===== src/rtl/prog_loader.sv =====
// prog_loader: boot-time program loader and run supervisor for the veri_Risc core.
// Streams bytes into program memory from address 0, then releases the CPU from
// reset and watches for halt, flagging overflow or run timeout.
//
// Stream handshake: a byte transfers on a rising edge where in_valid and
// in_ready are both 1; in_ready is 1 exactly when the FSM is in LOAD, and the
// loader never stalls a presented byte while in LOAD.
module prog_loader #(
    parameter int DATA_WIDTH = 8,
    parameter int ADDR_WIDTH = 5,
    parameter int CNT_WIDTH  = 16,
    parameter int TIMEOUT    = 1000
) (
    input  logic                  clk,
    input  logic                  rst,
    input  logic                  load_start,
    input  logic                  in_valid,
    input  logic [DATA_WIDTH-1:0] in_data,
    input  logic                  in_last,
    output logic                  in_ready,
    output logic                  mem_wr,
    output logic [ADDR_WIDTH-1:0] mem_addr,
    output logic [DATA_WIDTH-1:0] mem_data,
    output logic                  cpu_rst,
    input  logic                  cpu_halt,
    output logic                  done,
    output logic                  error,
    output logic [1:0]            err_code,
    output logic [ADDR_WIDTH:0]   words_loaded,
    output logic [CNT_WIDTH-1:0]  cycles,
    output logic [2:0]            o_dbg_state
);

    typedef enum logic [2:0] {
        S_IDLE   = 3'd0,
        S_LOAD   = 3'd1,
        S_FLUSH  = 3'd2,
        S_RUN    = 3'd3,
        S_HALTED = 3'd4,
        S_ERROR  = 3'd5
    } state_t;

    localparam logic [ADDR_WIDTH-1:0] LAST_ADDR    = {ADDR_WIDTH{1'b1}};
    localparam logic [CNT_WIDTH-1:0]  TIMEOUT_LAST = CNT_WIDTH'(TIMEOUT - 1);
    localparam logic [1:0]            ERR_NONE     = 2'b00;
    localparam logic [1:0]            ERR_OVERFLOW = 2'b01;
    localparam logic [1:0]            ERR_TIMEOUT  = 2'b10;

    state_t                r_state;
    logic [ADDR_WIDTH-1:0] r_ptr;
    logic                  r_mem_wr;
    logic [ADDR_WIDTH-1:0] r_mem_addr;
    logic [DATA_WIDTH-1:0] r_mem_data;
    logic [ADDR_WIDTH:0]   r_words;
    logic [CNT_WIDTH-1:0]  r_cycles;
    logic [1:0]            r_err_code;
    logic                  w_accept;

    // A byte is taken only in LOAD, where in_ready is high.
    assign w_accept = (r_state == S_LOAD) && in_valid;

    // Main FSM: loading, flush, run supervision and error capture.
    always_ff @(posedge clk) begin
        if (rst) begin
            r_state    <= S_IDLE;
            r_ptr      <= '0;
            r_mem_wr   <= 1'b0;
            r_mem_addr <= '0;
            r_mem_data <= '0;
            r_words    <= '0;
            r_cycles   <= '0;
            r_err_code <= ERR_NONE;
        end else begin
            // The write strobe is a single-cycle pulse after each accepted byte.
            r_mem_wr <= 1'b0;
            case (r_state)
                S_IDLE, S_HALTED, S_ERROR: begin
                    if (load_start) begin
                        r_state    <= S_LOAD;
                        r_ptr      <= '0;
                        r_words    <= '0;
                        r_cycles   <= '0;
                        r_err_code <= ERR_NONE;
                    end
                end
                S_LOAD: begin
                    if (w_accept) begin
                        r_mem_wr   <= 1'b1;
                        r_mem_addr <= r_ptr;
                        r_mem_data <= in_data;
                        r_ptr      <= r_ptr + 1'b1;
                        r_words    <= r_words + 1'b1;
                        // in_last wins even on the top address: that load fits exactly.
                        if (in_last) begin
                            r_state <= S_FLUSH;
                        end else if (r_ptr == LAST_ADDR) begin
                            r_state    <= S_ERROR;
                            r_err_code <= ERR_OVERFLOW;
                        end
                    end
                end
                S_FLUSH: begin
                    // The final byte's write pulse lands here; the CPU starts next cycle.
                    r_state <= S_RUN;
                end
                S_RUN: begin
                    // Halt takes priority over a coincident timeout.
                    if (cpu_halt) begin
                        r_state <= S_HALTED;
                    end else if (r_cycles == TIMEOUT_LAST) begin
                        r_state    <= S_ERROR;
                        r_err_code <= ERR_TIMEOUT;
                    end else begin
                        r_cycles <= r_cycles + 1'b1;
                    end
                end
                default: begin
                    r_state <= S_IDLE;
                end
            endcase
        end
    end

    assign in_ready     = (r_state == S_LOAD);
    // The CPU stays out of reset while halted so its final state can be inspected.
    assign cpu_rst      = !((r_state == S_RUN) || (r_state == S_HALTED));
    assign done         = (r_state == S_HALTED);
    assign error        = (r_state == S_ERROR);
    assign mem_wr       = r_mem_wr;
    assign mem_addr     = r_mem_addr;
    assign mem_data     = r_mem_data;
    assign err_code     = r_err_code;
    assign words_loaded = r_words;
    assign cycles       = r_cycles;
    assign o_dbg_state  = r_state;

endmodule


===== config.mk =====
export PLATFORM = sky130hd
export DESIGN_NAME = prog_loader
export DESIGN_NICKNAME = d
export VERILOG_FILES = /design/src/rtl/prog_loader.sv
export SDC_FILE = /design/constraint.sdc
export NUM_CORES = 1
export LEC_CHECK = 0
export BUFFER_PORTS_ARGS = -buffer_cell sky130_fd_sc_hd__clkbuf_2
export CORE_MARGIN = 3
export CORE_UTILIZATION = 49
export CTS_BUF_LIST = sky130_fd_sc_hd__clkbuf_2
export DETAILED_ROUTE_END_ITERATION = 10
export PLACE_DENSITY = 0.79
export SYNTH_ARGS = -nofsm -noshare
export SYNTH_HDL_FRONTEND = slang
export SYNTH_SLANG_ARGS = --single-unit

===== constraint.sdc =====
create_clock -name clk -period 1.65 [get_ports clk]
set_input_delay 0.165 -clock clk [delete_from_list [all_inputs] [get_ports clk]]
set_output_delay 0.165 -clock clk [all_outputs]
set_load 0.05 [all_outputs]

==> results of run 1 <==
worst max-delay path: stages (launching register included):
cell,delay [ps]
dfxtp_4,430
buf_12,120
nand3b_4,130
nor4_4,310
a22oi_2,170
or3_1,340
a21oi_1,130
cell families (layout without fill, tap and decap cells):
| logic type | Yosys count | count (layout) | synth area share |
|---|---|---|---|
| AND/OR/NAND/NOR | 109 | 109 | 0.2650 |
| AO/OA/AOI/OAI | 64 | 65 | 0.1893 |
| flip-flops | 46 | 46 | 0.4314 |
| buffers and inverters | 19 | 126 | 0.03927 |
| XOR/XNOR | 8 | 8 | 0.03283 |
| adder cells (fa/ha/maj) | 4 | 4 | 0.02345 |
| multiplexers | 4 | 4 | 0.01876 |
through the flow:
step / power (µW) / TNS, ps / area (µm²) / cells / util
after floorplan: 1517 / -68.35 / 2328 / 254 / -
after global placement: 1626 / 0 / 2769 / 370 / 0.6728
after detailed placement: 1632 / -42.31 / 2769 / 370 / 0.6728
after CTS: 2216 / -31.67 / 3110 / 399 / 0.7559
after global routing: 2366 / -1329 / 3309 / 412 / 0.8042
final: 2281 / -255.6 / 3309 / 412 / 0.8042
placed cells by master (no fill, tap or decap), types with 3 or more instances in the layout:
cell type,count
clkbuf_2,59
buf_4,37
nand2_1,35
a21oi_1,28
nor2_1,25
dfxtp_1,25
dfxtp_4,12
o21ai_0,9
dfxtp_2,9
dlygate4sd3_1,9
xor2_1,8
inv_1,5
nand4_1,5
or3_1,5
buf_6,5
a21oi_4,4
mux2i_1,4
a22oi_1,4
nand3_1,4
and3_1,3
nor4_4,3
nor3_1,3
o31ai_1,3
ha_4,3
buf_8,3
buf_12,3
final timing paths:
path / from / endpoint / depth (start not counted)
worst min register to register: mem_data[7]$_SDFFE_PP0P_ / mem_data[7]$_SDFFE_PP0P_ / 2
worst max-delay path: o_dbg_state[1]$_SDFFE_PP0P_ / cycles[8]$_SDFFE_PP0P_ / 6
worst min-delay path: rst / cycles[5]$_SDFFE_PP0P_ / 4
worst max register to register: o_dbg_state[1]$_SDFFE_PP0P_ / cycles[8]$_SDFFE_PP0P_ / 6
layout make-up:
type	instances	area (µm²)	share of cell area
Timing Repair Buffer	112	813.3	0.2457
Clock buffer	5	25.02	0.007561
Multi-Input combinational cell	190	1380	0.4170
Tap cell	50	62.56	0.01890
Clock inverter	3	28.78	0.008696
Sequential cell	46	977.2	0.2953
Inverter	6	22.52	0.006805
cell usage after synthesis (all sizes together):
cell type	instances
a41oi	1
nand2	36
o22a	2
inv	6
o41ai	1
nand3	6
nor2	29
nand4	5
o31ai	4
or3	5
clkbuf	7
a22oi	5
nand2b	1
nand4bb	1
nand4b	3
o21ai	11
ha	4
a32o	1
nand3b	2
or4	2
a21oi	32
a22o	1
buf	6
xor2	8
nor3	6
and4	1
dfxtp	46
nor2b	2
nor4	3
o211ai	1
and3	5
mux2i	4
or2	1
o221a	1
o31a	1
a211oi	2
a31o	1
or3b	1
per-layer routing:
layer  wire length [µm]  up-vias  track usage
li1                   -     1131            -
met1               2565     1101       0.3016
met2               3468       77       0.4112
met3                351       18      0.04986
met4                174        0      0.08559
met5                  0        -            0
power by group:
part           leakage (µW)  internal [µW]  switching, µW
clock network     0.0000355            126            411
registers          0.000386           1130           32.9
logic              0.000972            227            352
state kept, by name, summed over array words and instances (netlist names):
register / flops
cycles: 16
mem_data: 8
words_loaded: 6
mem_addr: 5
r_ptr: 5
o_dbg_state: 3
err_code: 2
mem_wr: 1
timing repair:
action | in CTS | in global routing
cloned | 1 | 0
hold buffers | 9 | 0
resized for setup | 20 | 27
pin swaps | 9 | 16
setup endpoints to repair | 14 | 25
buffers inserted | 11 | 13
endpoints found under the hold margin | 12 | 0
==> results.md, run 1 <==
- DR iter-0 viols: ~170
- Hold Crit Class: primary input to flop
- TritonCTS Buffers: 5
- Run status: finished with violations
- WP data arrival: 2070 ps
- Peak Freq: around 0.59 GHz
- Clock Path Buffers: 2
- Die span in x: 72 µm
- NumNets Final: 379
- Warnings, synthesis: 0
- # fillers: roughly 250
- Per-cell routed wire length: 15.92 µm
- CP Launch Type: flop
- Die area: 5184 µm²
- Worst-Skew Late Latency: 440 ps
- Total wire length: 6560 µm
- Fin worst setup slack: -41.78 ps
- Max Cap Viol: 0
- Initial antenna violation count: 0
- CTS tree: built
- Layout Skew: 22.36 ps
- Setup violators final: 9
- Vias/cell: ~5.6
- Worst-path fanout max: 7
- Syn Area/Cell: 8.404 µm²
- Syn Inst Count: 254
- # diodes: 0
- Synth area leaders: dfxtp_1 43%, a21oi_1 7.3%, nand2_1 6.3%
- Period utilisation layout: 1.025
- Pre-CTS setup slack: -17.68 ps
- Worst-margin pin slew: between 300 and 400 ps
- Vias in the first global route: 2109
- Antenna viol nets, final: 0
- RSZ-0062 raised after global routing: true
- Post-synthesis register bit count: 46
- Register area share after synthesis: 0.4314
- Relative slew slack: 0.7435
- Initial Utilization: 0.5187
- IO Pins: 59
- Worst endpoint required time: 2030 ps
- Lkg Pwr: between 0.001 and 0.0015 µW
- PD cells: between 600 and 700 nW/µm²
- Share of the synthesized area in the top cell type: 0.4314
- Worst IR Drop VDD: 0.6843 mV
- Clk root buf: clkbuf_2
- CTS H-Tree Depth: 2
- Global route total overflow: 0
- Synth area leader: dfxtp_1
- Worst-path clk slew: 250 ps
- Post-synthesis cell type count: 47
- FP Rows: 23
- Core area: about 4100 µm²
- Post-DP HPWL: 3832 µm
- First drt pass iteration count: 5
- Failing checks: setup timing
- Synthesis-to-layout area growth: 55.04%
- Total nets after synthesis: 272
- WHS: 130.9 ps
- Die height: 72 µm
- GPL Wtd Cong: 0.8099
- Slew Limit Fails: 0
- Largest net degree at the start of global routing: 22
- Via count: 2327
- PortBufs: 58
- Post-Syn Area: 2135 µm²
- Hold violation count in the final report: 0
- CP Capture Type: flop
- First-pass GRT wire length: 9956 µm
- Crit path kind: flop to flop
- DRC errors left: 0
- Gr usage total: 0.2411
- Share of cells above drive strength 1: 0.4696
- Final min period: 1692 ps
- Reg2reg setup slack: -40 ps
- Clock sink count: 46
Power figures use the tool's default switching activity.
==> inputs of run 2 (changes only) <==
- CORE_UTILIZATION: 49 -> 50
- PLACE_DENSITY: 0.79 -> 0.77
- clock period: 1.65 -> 1.87 ns (I/O delays scaled with it)
==> run 2 against run 1 <==
Net effect: the run now ends clean; routed wire length decreased by 20%; combinational power decreased by 28%; global-route usage decreased by 2.4 points; sequential cell count unchanged; critical endpoint is now cycles[13]$_SDFFE_PP0P_.
==> results.md, run 2 (synthesis gave the netlist of run 1 again) <==
- Gate power share: 0.206
- # fillers: 332
- Share of cells above drive strength 1: 0.3754
- Fin util: 0.7074
- Highest Signal Layer: met4
- Worst endpoint required time: 2250 ps
- Clock sink count: 46
- Psw: approximately 640 µW
- CP Launch Type: flop
- CTS H-Tree Depth: 2
- Clock group share of total power: 0.282
- Clk root buf: clkbuf_2
- Vias in the first global route: 2039
- First drt pass iteration count: 4
- CTS tree: built
- Met2 WL post-DR: 2627 µm
- Max reg flops: 16
- Period utilisation layout: 0.9641
- Lkg Pwr: 0.001235 µW
- TritonCTS Buffers: 5
- FP Rows: 23
- Hold Crit Class: primary input to flop
- PD cells: 701.1 nW/µm²
- Initial antenna violation count: 0
- Global route total overflow: 0
- Largest net degree at the start of global routing: 21
- GPL Wtd Cong: 0.8434
- WP data arrival: approximately 2200 ps
- Via count: between 2k and 2.5k
- NumNets Final: 358
- Sw Ratio: 0.3163
- Die span in x: approximately 71 µm
- Die area: 5089 µm²
- DRC errors left: 0
- Met3 WL post-DR: 250 µm
- Run status: completed
- Worst-margin pin slew: roughly 600 ps
- Clock Path Buffers: 2
- Final min period: 1803 ps
- Synthesis-to-layout area growth: 34.47%
- Sequential fraction of design power: 0.513
- Total wire length: 5261 µm
- Slew Limit Fails: 0
- IO Pins: 59
- Worst IR Drop VDD: around 0.61 mV
- Relative slew slack: 0.6081
- First-pass GRT wire length: 9004 µm
- Initial Utilization: 0.5261
- RSZ-0062 raised after global routing: false
- CP Capture Type: flop
- Crit path kind: flop to flop
- Vias/cell: approximately 5.5
- Setup TNS: 0 ps
- Fin worst setup slack: 67.08 ps
- Worst-Skew Late Latency: 440 ps
- Die height: 71.34 µm
- Core area: 4058 µm²
- Layout Skew: around 32 ps
- Met1 wire length: 2296 µm
- Hold violation count in the final report: 0
- DR iter-0 viols: approximately 90
- Per-cell routed wire length: 13.46 µm
- Worst-path fanout max: 7
- Gr usage total: 0.2171
- Post-DP HPWL: between 3000 and 4000 µm
- Setup violators final: 0
- Commonest non-fill, non-tap cells in the layout: 61 x clkbuf_2, 36 x nand2_1, 33 x dfxtp_1
- Worst-path clk slew: 260 ps
- Max Cap Viol: 0
- Commonest non-fill, non-tap cell in the layout: clkbuf_2
- Peak Freq: 0.5547 GHz
- Antenna viol nets, final: 0
- PortBufs: 58
- Pre-CTS setup slack: 21.23 ps
- Internal power: 1376 µW
- # diodes: 0
## run 2: changes by cell type in the layout (fill, tap and decap cells not counted), sizes merged
cell / before / now
buf: 48 / 25
clkbuf: 60 / 63
inv: 8 / 7
a21oi: 33 / 32
bufinv: 0 / 1
## run 2: per-layer routing
| layer | GRT usage | vias up |
|---|---|---|
| met5 | 0 | - |
| met4 | 0.07933 | 0 |
| met3 | 0.05049 | 11 |
| met2 | 0.3684 | 50 |
| met1 | 0.2680 | 1003 |
| li1 | - | 1074 |
## run 2: critical path, stage by stage, from the launching register on
cell and delay (ps):
dfxtp_4 430, nand3b_4 190, nor2_2 230, a21oi_4 90, buf_4 160, or4_1 500
a21oi_1 140
## run 2: through the flow
stage / hold slack (ps) / instances / area, µm² / total power [µW]
global placement: 411.1 / 373 / 2643 / 1434
finish: 175.2 / 391 / 2870 / 2012
detailed placement: 417.0 / 373 / 2643 / 1441
CTS: 159.9 / 390 / 2816 / 2027
global route: 179.1 / 391 / 2870 / 2098
floorplan: 323.0 / 254 / 2171 / 1327
## run 2: what timing repair did
item | 4_1_cts | 5_1_grt
gates resized for setup | 3 | 14
endpoints found under the hold margin | 10 | 0
buffers inserted | 0 | 1
hold buffers | 9 | 0
endpoints found under the setup margin | 4 | 24
## run 2: final timing paths
| path | start | end | slack, ps | cells past startpoint |
|---|---|---|---|---|
| setup / recovery | o_dbg_state[2]$_SDFFE_PP0P_ | cycles[13]$_SDFFE_PP0P_ | 70 | 6 |
| hold / removal | cpu_halt | o_dbg_state[1]$_SDFFE_PP0P_ | 180 | 4 |
| setup reg to reg | o_dbg_state[2]$_SDFFE_PP0P_ | cycles[13]$_SDFFE_PP0P_ | 70 | 6 |
| hold reg to reg | mem_data[0]$_SDFFE_PP0P_ | mem_data[0]$_SDFFE_PP0P_ | 470 | 2 |
## run 2: cell type report
class	count	area, µm²	share of cell area
flip-flops and latches	46	947.2	0.3300
inverters	6	22.52	0.007847
well taps	50	62.56	0.02180
clock buffers	5	25.02	0.008718
multi-input cells	189	1196	0.4167
repair buffers	92	573.1	0.1997
clock inverters	3	43.79	0.01526
## run 2: power groups by stage
| stage | Sequential (µW) | Combinational, µW | Clock, µW |
|---|---|---|---|
| 2_1_floorplan | 1130 | 199 | 0 |
| 3_3_place_gp | 1050 | 384 | 0 |
| 4_1_cts | 1030 | 409 | 585 |
| 5_1_grt | 1040 | 443 | 617 |
| 6_report | 1030 | 414 | 567 |
| 3_5_place_dp | 1050 | 390 | 0 |
==> inputs of run 3 (changes only) <==
- REMOVE_ABC_BUFFERS: unset -> 1
- SLEW_MARGIN: unset -> 20
==> run 3 against run 2 <==
Net effect: sequential cell count did not move; maximum frequency is 0.29% lower; sequential share of layout area fell by 0.33 points; cell count increased by 0.51%; critical path type unchanged; highest routed layer unchanged.
==> results.md, run 3 (synthesis gave the netlist of run 1 again) <==
- Run status: completed
- Relative slew slack: 0.6160
- Post-DP HPWL: 3615 µm
- Max Cap Viol: 0
- WP data arrival: 2170 ps
- Vias in the first global route: about 2k
- Worst-margin pin slew: about 570 ps
- GPL Wtd Cong: 0.8533
- Initial antenna violation count: 0
- Antenna viol nets, final: 0
- Hold violation count in the final report: 0
- # diodes: 0
- Fin util: 0.7012
- IO Pins: 59
- DR iter-0 viols: 108
- WHS: 69.03 ps
- Crit path largest cell delay: approximately 490 ps
- Period utilisation layout: 0.9670
- Worst-path fanout max: 7
- Slew Limit Fails: 0
- Crit path buf inv count: 1
- Clock Path Buffers: 2
- Crit path kind: flop to flop
- CP Capture Type: flop
- Total wire length: 5208 µm
- Share of cells above drive strength 1: 0.3528
- Clock sink count: 46
- Commonest non-fill, non-tap cell in the layout: clkbuf_2
- TritonCTS Buffers: 5
- DRC errors left: 0
- Final min period: between 1500 and 2000 ps
- Critical Path Start: o_dbg_state[0]$_SDFFE_PP0P_
- PD cells: 664.4 nW/µm²
- Max reg flops: 16
- CP Launch Type: flop
- Worst endpoint required time: 2230 ps
- Die span in x: 71.34 µm
- First drt pass iteration count: 4
- CTS tree: built
- Vias/cell: 5.443
- Global route total overflow: 0
- Cells along the critical path: nor2b_4 > nor3_2 > a21oi_4 > buf_4 > or4_1 > a21oi_1
- FP Rows: 23
- Synthesis-to-layout area growth: 33.29%
- First-pass GRT wire length: ~8600 µm
- Gr usage total: 0.2033
- Setup TNS: 0 ps
- Worst-path clk slew: 260 ps
- Worst reg2reg startpoint: o_dbg_state[0]$_SDFFE_PP0P_
- Die height: 71.34 µm
- Worst IR Drop VDD: 0.5142 mV
- Lkg Pwr: around 0.0012 µW
- Slowest cell on crit path: or4_1
- Via count: 2139
- CTS H-Tree Depth: 2
- Hold_sp: rst
- Layout Skew: approximately 31 ps
- Hold Crit Class: primary input to flop
- Total power: ~1900 µW
- Initial Utilization: 0.5261
- Largest net degree at the start of global routing: 19
- Die area: 5089 µm²
- Per-cell routed wire length: about 13 µm
- Setup violators final: 0
- Critical path's top delay family: simple AND/OR/NAND/NOR gates
- Commonest non-fill, non-tap cells in the layout: 60 x clkbuf_2, 41 x dfxtp_1, 36 x nand2_1
- NumNets Final: 360
- Core area: 4058 µm²
- Clk root buf: clkbuf_2
- PortBufs: 58
- Worst-Skew Late Latency: 430 ps
- Peak Freq: 0.5530 GHz
run 3: cell types whose count changed in the layout (fill, tap and decap cells not counted), moves of 3 or more:
cell,delta
dfxtp_1,+8
dfxtp_2,-5
buf_4,+3
dfxtp_4,-3
run 3: layout make-up:
cell class	instances	area, µm²
repair buffers	94	604.3
inverters	6	22.52
fillers	324	1212
clock inverters	3	22.52
clock buffers	5	25.02
multi-input cells	189	1179
well taps	50	62.56
flip-flops and latches	46	929.6
run 3: what timing repair did:
item,4_1_cts,5_1_grt
setup endpoints to repair,4,25
resized for setup,6,17
hold buffers,8,0
setup buffers,0,2
hold endpoints to repair,8,0
pin swaps,0,2
run 3: path summary, 6_finish.rpt:
| kind | to | slack [ps] | cells after the start |
|---|---|---|---|
| worst max-delay path | cycles[15]$_SDFFE_PP0P_ | 60 | 6 |
| worst min-delay path | mem_data[0]$_SDFFE_PP0P_ | 70 | 2 |
| worst max register to register | cycles[15]$_SDFFE_PP0P_ | 60 | 6 |
| worst min register to register | mem_data[0]$_SDFFE_PP0P_ | 470 | 2 |
run 3: layer usage:
layer,track usage,part of all wire
met1,0.2522,0.45
met2,0.3510,0.50
met3,0.04628,0.039
met4,0.06054,0.013
met5,0,0
run 3: worst register-to-register path, stage by stage, from the launching register on:
cell	delay [ps]
dfxtp_2	420
nor2b_4	170
nor3_2	290
a21oi_4	70
buf_4	170
or4_1	490
a21oi_1	140
run 3: per-stage QoR:
stage | cells | worst slack (ps) | instance area (µm²)
2_1_floorplan | 241 | -936.4 | 2073
3_3_place_gp | 375 | 68.64 | 2621
3_5_place_dp | 375 | -3.928 | 2621
4_1_cts | 391 | 4.998 | 2760
5_1_grt | 393 | -35.83 | 2845
6_report | 393 | 61.80 | 2845
run 3: report_power, final:
| group | leakage (µW) | switching, µW | internal, µW |
|---|---|---|---|
| clock network | 0.0000337 | 335 | 101 |
| registers | 0.000374 | 25.0 | 1010 |
| logic | 0.000831 | 273 | 147 |
| total | 0.00124 | 633 | 1260 |
